File: src/rtl/serial_subtractor_pkg.sv
// serial_subtractor_pkg: shared FSM state type and encoding width
// for the bit-serial subtractor.
package serial_subtractor_pkg;

   localparam int STATE_W = 2;

   typedef enum logic [STATE_W-1:0] {
      IDLE  = 2'd0,
      SHIFT = 2'd1,
      DONE  = 2'd2
   } state_e;

endpackage

File: src/rtl/serial_subtractor_fs.sv
// full_subtractor: one-bit combinational subtractor cell, x - y - bi.
// Ports: x, y, bi in; d difference bit, bo borrow out.
module full_subtractor (
   input  logic x,
   input  logic y,
   input  logic bi,
   output logic d,
   output logic bo
);

   assign d  = x ^ y ^ bi;
   assign bo = (~x & y) | (~(x ^ y) & bi);

endmodule

File: src/rtl/serial_subtractor.sv
// serial_subtractor: bit-serial a - b - bin, LSB first, one bit per clock,
// valid/ready on both sides. Ports: clk, rst (sync, active high),
// in_valid/in_ready/a/b/bin, out_valid/out_ready/diff/bout, busy.
// Optional ovf (signed overflow) output with SERIAL_SUBTRACTOR_OVF_EN.
module serial_subtractor
   import serial_subtractor_pkg::*;
#(
   parameter int WIDTH = 8
) (
   input  logic             clk,
   input  logic             rst,
   input  logic             in_valid,
   output logic             in_ready,
   input  logic [WIDTH-1:0] a,
   input  logic [WIDTH-1:0] b,
   input  logic             bin,
   output logic             out_valid,
   input  logic             out_ready,
   output logic [WIDTH-1:0] diff,
   output logic             bout,
   output logic             busy
`ifdef SERIAL_SUBTRACTOR_OVF_EN
   ,
   output logic             ovf
`endif
);

   localparam int CW = $clog2(WIDTH + 1);
   localparam logic [CW-1:0] LAST = CW'(WIDTH - 1);

   state_e           state_q, state_d;
   logic [WIDTH-1:0] a_sr_q, a_sr_d;
   logic [WIDTH-1:0] b_sr_q, b_sr_d;
   logic [WIDTH-1:0] diff_sr_q, diff_sr_d;
   logic [WIDTH-1:0] diff_q, diff_d;
   logic             borrow_q, borrow_d;
   logic             bout_q, bout_d;
   logic [CW-1:0]    cnt_q, cnt_d;
   logic             cell_d, cell_bo;
   logic [WIDTH-1:0] diff_sr_nxt;

`ifdef SERIAL_SUBTRACTOR_OVF_EN
   logic a_msb_q, a_msb_d;
   logic b_msb_q, b_msb_d;
   logic ovf_q, ovf_d;
`endif

   full_subtractor u_fs (
      .x  (a_sr_q[0]),
      .y  (b_sr_q[0]),
      .bi (borrow_q),
      .d  (cell_d),
      .bo (cell_bo)
   );

   // New bit enters at the MSB so the LSB-first stream lands in place.
   assign diff_sr_nxt = (diff_sr_q >> 1) | (WIDTH'(cell_d) << (WIDTH - 1));

   always_comb begin
      state_d   = state_q;
      a_sr_d    = a_sr_q;
      b_sr_d    = b_sr_q;
      diff_sr_d = diff_sr_q;
      diff_d    = diff_q;
      borrow_d  = borrow_q;
      bout_d    = bout_q;
      cnt_d     = cnt_q;
`ifdef SERIAL_SUBTRACTOR_OVF_EN
      a_msb_d   = a_msb_q;
      b_msb_d   = b_msb_q;
      ovf_d     = ovf_q;
`endif
      unique case (state_q)
         IDLE: begin
            if (in_valid) begin
               a_sr_d   = a;
               b_sr_d   = b;
               borrow_d = bin;
               cnt_d    = '0;
               state_d  = SHIFT;
`ifdef SERIAL_SUBTRACTOR_OVF_EN
               a_msb_d  = a[WIDTH-1];
               b_msb_d  = b[WIDTH-1];
`endif
            end
         end
         SHIFT: begin
            a_sr_d    = a_sr_q >> 1;
            b_sr_d    = b_sr_q >> 1;
            diff_sr_d = diff_sr_nxt;
            borrow_d  = cell_bo;
            cnt_d     = cnt_q + CW'(1);
            if (cnt_q == LAST) begin
               state_d = DONE;
               diff_d  = diff_sr_nxt;
               bout_d  = cell_bo;
`ifdef SERIAL_SUBTRACTOR_OVF_EN
               // cell_d is the final MSB of the difference here.
               ovf_d   = (a_msb_q != b_msb_q) && (cell_d != a_msb_q);
`endif
            end
         end
         DONE: begin
            if (out_ready) state_d = IDLE;
         end
         default: state_d = IDLE;
      endcase
   end

   always_ff @(posedge clk) begin
      if (rst) begin
         state_q   <= IDLE;
         a_sr_q    <= '0;
         b_sr_q    <= '0;
         diff_sr_q <= '0;
         diff_q    <= '0;
         borrow_q  <= 1'b0;
         bout_q    <= 1'b0;
         cnt_q     <= '0;
`ifdef SERIAL_SUBTRACTOR_OVF_EN
         a_msb_q   <= 1'b0;
         b_msb_q   <= 1'b0;
         ovf_q     <= 1'b0;
`endif
      end else begin
         state_q   <= state_d;
         a_sr_q    <= a_sr_d;
         b_sr_q    <= b_sr_d;
         diff_sr_q <= diff_sr_d;
         diff_q    <= diff_d;
         borrow_q  <= borrow_d;
         bout_q    <= bout_d;
         cnt_q     <= cnt_d;
`ifdef SERIAL_SUBTRACTOR_OVF_EN
         a_msb_q   <= a_msb_d;
         b_msb_q   <= b_msb_d;
         ovf_q     <= ovf_d;
`endif
      end
   end

   assign in_ready  = (state_q == IDLE);
   assign out_valid = (state_q == DONE);
   assign busy      = (state_q != IDLE);
   assign diff      = diff_q;
   assign bout      = bout_q;
`ifdef SERIAL_SUBTRACTOR_OVF_EN
   assign ovf       = ovf_q;
`endif

endmodule

File: config.mk
export PLATFORM = sky130hd
export DESIGN_NAME = serial_subtractor
export DESIGN_NICKNAME = d
export VERILOG_FILES = /design/src/rtl/serial_subtractor_pkg.sv /design/src/rtl/serial_subtractor_fs.sv /design/src/rtl/serial_subtractor.sv
export SDC_FILE = /design/constraint.sdc
export NUM_CORES = 1
export LEC_CHECK = 0
export CAP_MARGIN = 20
export CORE_ASPECT_RATIO = 1.4
export CORE_MARGIN = 5
export CORE_UTILIZATION = 54
export DETAILED_ROUTE_END_ITERATION = 12
export HOLD_SLACK_MARGIN = 0.12
export PLACE_DENSITY = 0.8
export SKIP_CTS_REPAIR_TIMING = 1
export SLEW_MARGIN = 20
export SYNTH_ARGS = -nofsm -noshare
export SYNTH_HDL_FRONTEND = slang
export SYNTH_SLANG_ARGS = --single-unit
File: constraint.sdc
create_clock -name clk -period 1.8 [get_ports clk]
set_input_delay 0.36 -clock clk [delete_from_list [all_inputs] [get_ports clk]]
set_output_delay 0.36 -clock clk [all_outputs]
set_load 0.05 [all_outputs]
**Yosys cells after proc, flatten, opt, wreduce, memory -nomap -nowiden**

Index checks and enable logic that the tools add are counted.

- Reduce and logical (&&, ||, !) cells: 6
- Muxes and demuxes: 12
- Equal/unequal tests: 6
- Bitwise gates (word level): 8
- $add $sub $neg: 1

Operators by type and width:

| operator | number |
|---|---|
| 8-bit case mux with 2 select lines | 2 |
| 8-bit two-way mux | 2 |
| 7-bit by 8-bit OR with 8-bit output | 1 |
| 4-bit case mux with 2 select lines | 1 |
| 2-bit two-way mux | 3 |
| 2-bit case mux with 3 select lines | 1 |
| 4-bit by 1-bit adder with 4-bit output (second input constant) | 1 |
| 4-bit by 3-bit == test with 1-bit output (second input constant) | 1 |
| 4-bit two-way mux | 1 |
| 2-bit != test (second input constant) | 2 |
| 2-bit AND reduction | 2 |
| 2-bit nonzero test | 2 |
| 3-bit AND reduction | 1 |
| 1-bit AND | 2 |
| 2-bit by 1-bit == test with 1-bit output (second input constant) | 1 |
| 2-bit == test (second input constant) | 1 |
| 2-bit zero test | 1 |
| 2-bit by 1-bit != test with 1-bit output (second input constant) | 1 |
| 1-bit inverter | 2 |
| 1-bit case mux with 2 select lines | 1 |
| 1-bit XOR | 2 |
| 1-bit two-way mux | 1 |
| 1-bit OR | 1 |

- Input bits: 21
- Bits in registers: 40
- Output and inout bits: 12
- Logic and storage cells: 41

**Depth between registers and ports, before layout**

- Word-level depth: 5
- Depth in mapped cells: 5
- Gate-level depth less buffers: 5

**Cells and area by module**

A second synthesis with hierarchy kept.

- Cell total of the unflattened synthesis: 198
- Area, all modules: 1781.7 µm²

By module, submodules not included:

| module | seq. area each (µm²) | instances | area an instance (µm²) | cells an instance |
|---|---|---|---|---|
| serial_subtractor | 780.7 | 1 | 1750.4 | 194 |
| full_subtractor | 0.0 | 1 | 31.3 | 4 |

**Least setup slack after synthesis**

No wires, ideal clock.

- Path type: register -> output
- Start: reg state_q[0]
- End: out busy
- Required time: 1.440 ns
- Cell stages (with the launch flop): 5
- Buffers on the path: 2
- Slack: -0.399 ns
- Data arrival time: 1.839 ns
- Cell sequence: dfxtp_1 > buf_4 > buf_4 > nor2_1 > inv_1

- Longest elaborated chain between the ends: 1

Ends and longest elaborated chain:

| item | RTL line | source |
|---|---|---|
| from (decl) | serial_subtractor.sv:31 | `state_e state_q, state_d;` |
| from (signal assigned) | serial_subtractor.sv:126 | `state_q <= state_d;` |
| 2-bit nonzero test | serial_subtractor.sv:144 | `assign busy = (state_q != IDLE);` |
| to (decl) | serial_subtractor.sv:21 | `output logic busy` |

No other way between the ends.

**Final worst setup path**

- Start: reg state_q[1]
- End: out out_valid

- Longest elaborated chain between the ends: 1

Ends and longest elaborated chain:

| item | RTL line | source |
|---|---|---|
| 2-bit == test | serial_subtractor.sv:143 | `assign out_valid = (state_q == DONE);` |
| to (decl) | serial_subtractor.sv:17 | `output logic out_valid,` |

No other way between the ends.

==> flow_summary_export.csv <==
group,metric,value,unit
status,status,"finished, final reports clean",
route,drc,0,
clock_network,cts_sinks,39,
timing,fin_crit_sh,92.9,%
cells_and_area,syn2layout_area_growth,26.3,%
synthesis,syn_nets,215,
power,power_density,814,nW/µm²
synthesis,avgSynthCellArea,8.79,µm²
place,gp_congestion,0.797,
power,p_int,1290,µW
cells_and_area,final_cell_mix,"dfxtp_1 (39), nor2_1 (27), clkdlybuf4s50_1 (20)",
synthesis,synth.largest_area_cell,"dfxtp_1",
synthesis,synth_cell_types,30,
floorplanning,start_util,55.1,%
route,dr.pass1.iters,4,
timing,relSlewSlack,68.7,%
setup_path,cp_slowest_stage_delay,540,ps
setup_path,worstPathArrival,1310,ps
setup_path,worstPathRequired,1440,ps
synthesis,yosysWarnings,0,
floorplanning,ios,33,
timing,clock_skew,3.19,ps
route,wl_per_cell,14.3,µm
place,hpwl,2.75,mm
global_routing,grt_pass1_wl,6.41,mm
timing,clock.fmax,598,MHz
clock_network,htreeDepth,2,
route,viasPerCell,5.71,
power,switching_power,442,µW
place,postPlaceCellArea,2050,µm²
cells_and_area,fillers,279,
floorplanning,die_height,76.2,µm
setup_path,worstSetupPathType,"reg -> out",
power,power_frac_comb,14.2,%
cells_and_area,fin_area,2130,µm²
clock_network,clk_path_buf_depth,2,
setup_path,path_cells,"nor2b_1 -> buf_4",
timing,finalSetupViolCount,0,
setup_path,crit_path_top_delay_cell,"dfxtp_1",
route,finalWirelength,3.77,mm
timing,rsz0062_at_grt,"no",
cells_and_area,layout-drive-gt1-share,16.5,%
hold_path,hp-class,"reg -> reg",
floorplanning,fp-row-count,24,
clock_network,root_buffer,"clkbuf_8",
floorplanning,die_w,57.3,µm
cells_and_area,n_antenna_cell,0,
global_routing,antenna_found_initial,0,
cells_and_area,final_common_cell,"dfxtp_1",
power,power_frac_seq,53.3,%
synthesis,synth_area,1690,µm²
synthesis,ys_ff_latch,39,
power,switching_share,25.5,%
route,drtIter0Drc,82,
timing,finalHoldViolCount,0,
setup_path,crit_path_end_kind,"output port",
clock_network,clk_pin_slew_worst_paths,70,ps
global_routing,grt_max_degree,40,
global_routing,grt_use_total,18.7,%
synthesis,synth_top_area_share,46.3,%
power,pwr-share-clk,32.5,%
place,post-place-ws,59.1,ps
timing,finalSetupTns,0,ps
floorplanning,dieArea,4360,µm²
setup_path,cp-start-kind,"register",
clock_network,cts_tree,"built",
setup_path,crit_fanout,8,
clock_network,clk_latency,290,ps
power,leakage,0.000813,µW
synthesis,synthCells,192,
power,irDropWorstVdd,720,µV
clock_network,cts_made_buffers,5,
timing,worstMarginPinSlew,468,ps
timing,setup_slack,127,ps
cells_and_area,final_nets,246,
global_routing,grt_pass1_vias,1482,
timing,slew_violations,0,
job,cap_violations,0,
floorplanning,core_area,3060,µm²
synthesis,synth_top_cells_by_area,"dfxtp_1 (46%), a211oi_1 (6.2%), nor2_1 (6.2%)",
place,port_buffers,32,
route,ant_nets,0,
timing,period_minus_slack,1670,ps
route,dr_total_vias,1502,
global_routing,grt_overflow_total,0,
synthesis,seq_area_frac_synth,46.3,%
[flip-flops by register name (all words and copies together) (netlist names)]
register	count
diff	8
bout	1
borrow_q	1
diff_sr_q	7
a_sr_q	8
cnt_q	4
state_q	2
b_sr_q	8
[cell usage after synthesis]
cell type,instances
o21ai_0,1
a22oi_1,2
o21bai_2,1
o22ai_1,5
a311oi_1,1
inv_1,6
or3_1,1
and3b_1,1
dfxtp_1,39
a32oi_1,2
nor2_1,28
a211oi_1,14
buf_6,2
nand2b_1,2
ha_1,1
buf_4,4
o32a_1,1
a31oi_1,1
nor2b_1,2
o2bb2ai_1,9
o21ba_2,1
nand3_1,10
mux2i_1,1
a221oi_1,2
nand2_1,19
a21oi_1,17
clkbuf_1,7
fa_1,1
buf_2,3
a21bo_2,8
[per-stage QoR]
step	power [µW]	instances	hold WS, ps	utilization, %
floorplan	1100	192	437	-
global placement	1180	255	445	67.0
detailed placement	1190	255	455	67.0
CTS	1740	263	467	69.6
global route	1830	263	495	69.6
finish	1740	263	463	69.6
[logic make-up (layout without fill, tap and decap cells)]
| group | Yosys count | in the layout | synth area share (%) |
|---|---|---|---|
| buffers and inverters | 22 | 54 | 6.89 |
| adder cells (fa/ha/maj) | 2 | 2 | 1.93 |
| AND/OR/NAND/NOR | 63 | 63 | 15.8 |
| AO/OA/AOI/OAI | 65 | 65 | 28.5 |
| multiplexers | 1 | 1 | 0.593 |
| flip-flops | 39 | 39 | 46.3 |
[routing by layer]
metal,GRT usage [%],up-vias,share of wire [%]
met5,0,-,0
met4,10.4,0,3.9
met3,6.61,15,5.0
met2,33.4,36,53
met1,18.0,704,38
li1,-,747,-
[critical path: cells and delay by family, from the launching register on]
kind	cells	cell delay, ps
flip-flops	1	540
AND/OR/NAND/NOR	1	250
buffers and inverters	1	230
[power by group through the flow]
stage	clock, µW	sequential, µW	combinational (µW)
floorplan	0	939	157
global placement	0	944	237
detailed placement	0	946	246
CTS	571	926	247
global route	628	931	272
finish	564	926	246
[worst paths after layout]
path | startpoint | endpoint | slack, ps | cells past startpoint
setup / recovery | state_q[1]$_SDFFE_PP0P_ | out_valid | 130 | 2
hold / removal | diff_sr_q[1]$_SDFFE_PP0P_ | diff_sr_q[1]$_SDFFE_PP0P_ | 460 | 2
setup reg to reg | cnt_q[0]$_SDFFE_PP0P_ | diff[0]$_SDFFE_PP0P_ | 300 | 5
hold reg to reg | diff_sr_q[1]$_SDFFE_PP0P_ | diff_sr_q[1]$_SDFFE_PP0P_ | 460 | 2
[layout make-up]
type	count	area, µm²	share of cell area [%]
multi-input combinational	131	798	37.4
sequential	39	781	36.6
timing repair buffer	40	400	18.8
clock buffer	7	76.3	3.58
tap	39	48.8	2.29
inverter	6	22.5	1.06
clock inverter	1	5.00	0.235
(Power assumes the default switching activity.)
==> RTL change, RTL diff (same settings) <==
The option `SERIAL_SUBTRACTOR_OVF_EN` is turned on by a define.
--- a/src/rtl/serial_subtractor.sv
+++ b/src/rtl/serial_subtractor.sv
@@ -2,6 +2,8 @@
 // valid/ready on both sides. Ports: clk, rst (sync, active high),
 // in_valid/in_ready/a/b/bin, out_valid/out_ready/diff/bout, busy.
 // Optional ovf (signed overflow) output with SERIAL_SUBTRACTOR_OVF_EN.
+`define SERIAL_SUBTRACTOR_OVF_EN
+
 module serial_subtractor
    import serial_subtractor_pkg::*;
 #(
Check against the original RTL (old outputs only; new: ovf): equivalent (equiv_simple and equiv_induct, registers matched by name and starting in step).
==> RTL change against the original RTL <==
Worst setup slack got worse by 30 ps; cell area increased by 6.9%; sequential cell count increased by 3; critical path depth unchanged; power increased by 5.9%; cell count increased by 11%; count of clock-buffer cells in the layout unchanged; via count increased by 8.4%; critical path type unchanged; fmax decreased by 1.8%; wire length increased by 5.8%; sequential power increased by 8%; area after synthesis increased by 9.3%; clock power decreased by 1%; worst hold slack got worse by 2.1 ps.
==> RTL change: results <==
export IMPL_grt_pass1_wl_mm=6.70
export IMPL_drive_gt1_share_pct=15.9
export IMPL_grt_util_all_layers_pct=18.2
export IMPL_skew_ps=3.26
export IMPL_tightestPinTransition_ps=367
export IMPL_post_place_ws_ps=50.4
export IMPL_total_leakage_power_nw=0.889
export IMPL_synth_common_cells="dfxtp_1 (42), a21oi_1 (35), nand2_1 (32)"
export IMPL_yosys_top_cells_area="dfxtp_1 (46%), a21oi_1 (9.5%), nand2_1 (6.5%)"
export IMPL_ys_types=34
export IMPL_peakVddDrop_mv=0.593
export IMPL_rr_endpoint="b_sr_q[2]$_SDFFE_PP0P_"
export IMPL_status="finished clean"
export IMPL_rrSetupSlack_ps=280
export IMPL_fin_nets=274
export IMPL_syn_nets=240
export IMPL_grt_start_max_net_pins=19
export IMPL_reg2reg_depth=4
export IMPL_whs_ps=461
export IMPL_worstPathArrival_ps=1340
export IMPL_dpl_cell_area_um2=2200
export IMPL_viasPerCell=5.59
export IMPL_gp_congestion=0.843
export IMPL_hpwl_mm=3.02
export IMPL_ys_seq_area_share_pct=45.6
export IMPL_grt_pass1_vias=1643
export IMPL_final_fill_count=285
export IMPL_synthCells=217
-- RTL change: layout make-up --
class,count,area (um2),area share (%)
clock buffers,7,76.3,3.35
inverters,5,18.8,0.823
multi-input cells,152,868,38.1
flip-flops and latches,42,841,36.9
well taps,40,50.0,2.20
repair buffers,45,425,18.7
-- RTL change: power by group --
group / switching [mW] / internal, mW / leakage, nW
combinational: 0.146 / 0.135 / 0.508
sequential: 0.0283 / 0.972 / 0.343
clock: 0.291 / 0.267 / 0.0383
total: 0.465 / 1.37 / 0.889
-- RTL change: worst max-delay path, stage by stage, from the launching register on --
cell and delay (ps):
dfxtp_1 540, nor2b_1 330, buf_12 180
-- RTL change: worst min path at each step --
stage,cells past startpoint,end
after detailed placement,2,diff_sr_q[1]$_SDFFE_PP0P_
after global routing,2,diff_sr_q[1]$_SDFFE_PP0P_
after global placement,2,diff_sr_q[1]$_SDFFE_PP0P_
after floorplan,2,diff_sr_q[1]$_SDFFE_PP0P_
after CTS,2,diff_sr_q[1]$_SDFFE_PP0P_
final,2,diff_sr_q[1]$_SDFFE_PP0P_
-- RTL change: kinds of logic (layout without fill, tap and decap cells) --
| logic type | Yosys count | count (layout) | share of synthesized area (%) |
|---|---|---|---|
| and+or+nand+nor | 77 | 77 | 19.1 |
| buffers and inverters | 23 | 57 | 7.33 |
| adders and majority gates | 2 | 2 | 1.76 |
| DFF | 42 | 42 | 45.6 |
| muxes | 2 | 2 | 1.09 |
| AOI/OAI and AO/OA | 71 | 71 | 25.1 |
-- RTL change: layer usage --
metal | vias to the layer above | track usage (%) | wire, um
met5 | - | 0 | 0
met2 | 37 | 32.3 | 2110
li1 | 820 | - | -
met3 | 7 | 4.88 | 233
met1 | 764 | 19.5 | 1580
met4 | 0 | 7.71 | 63
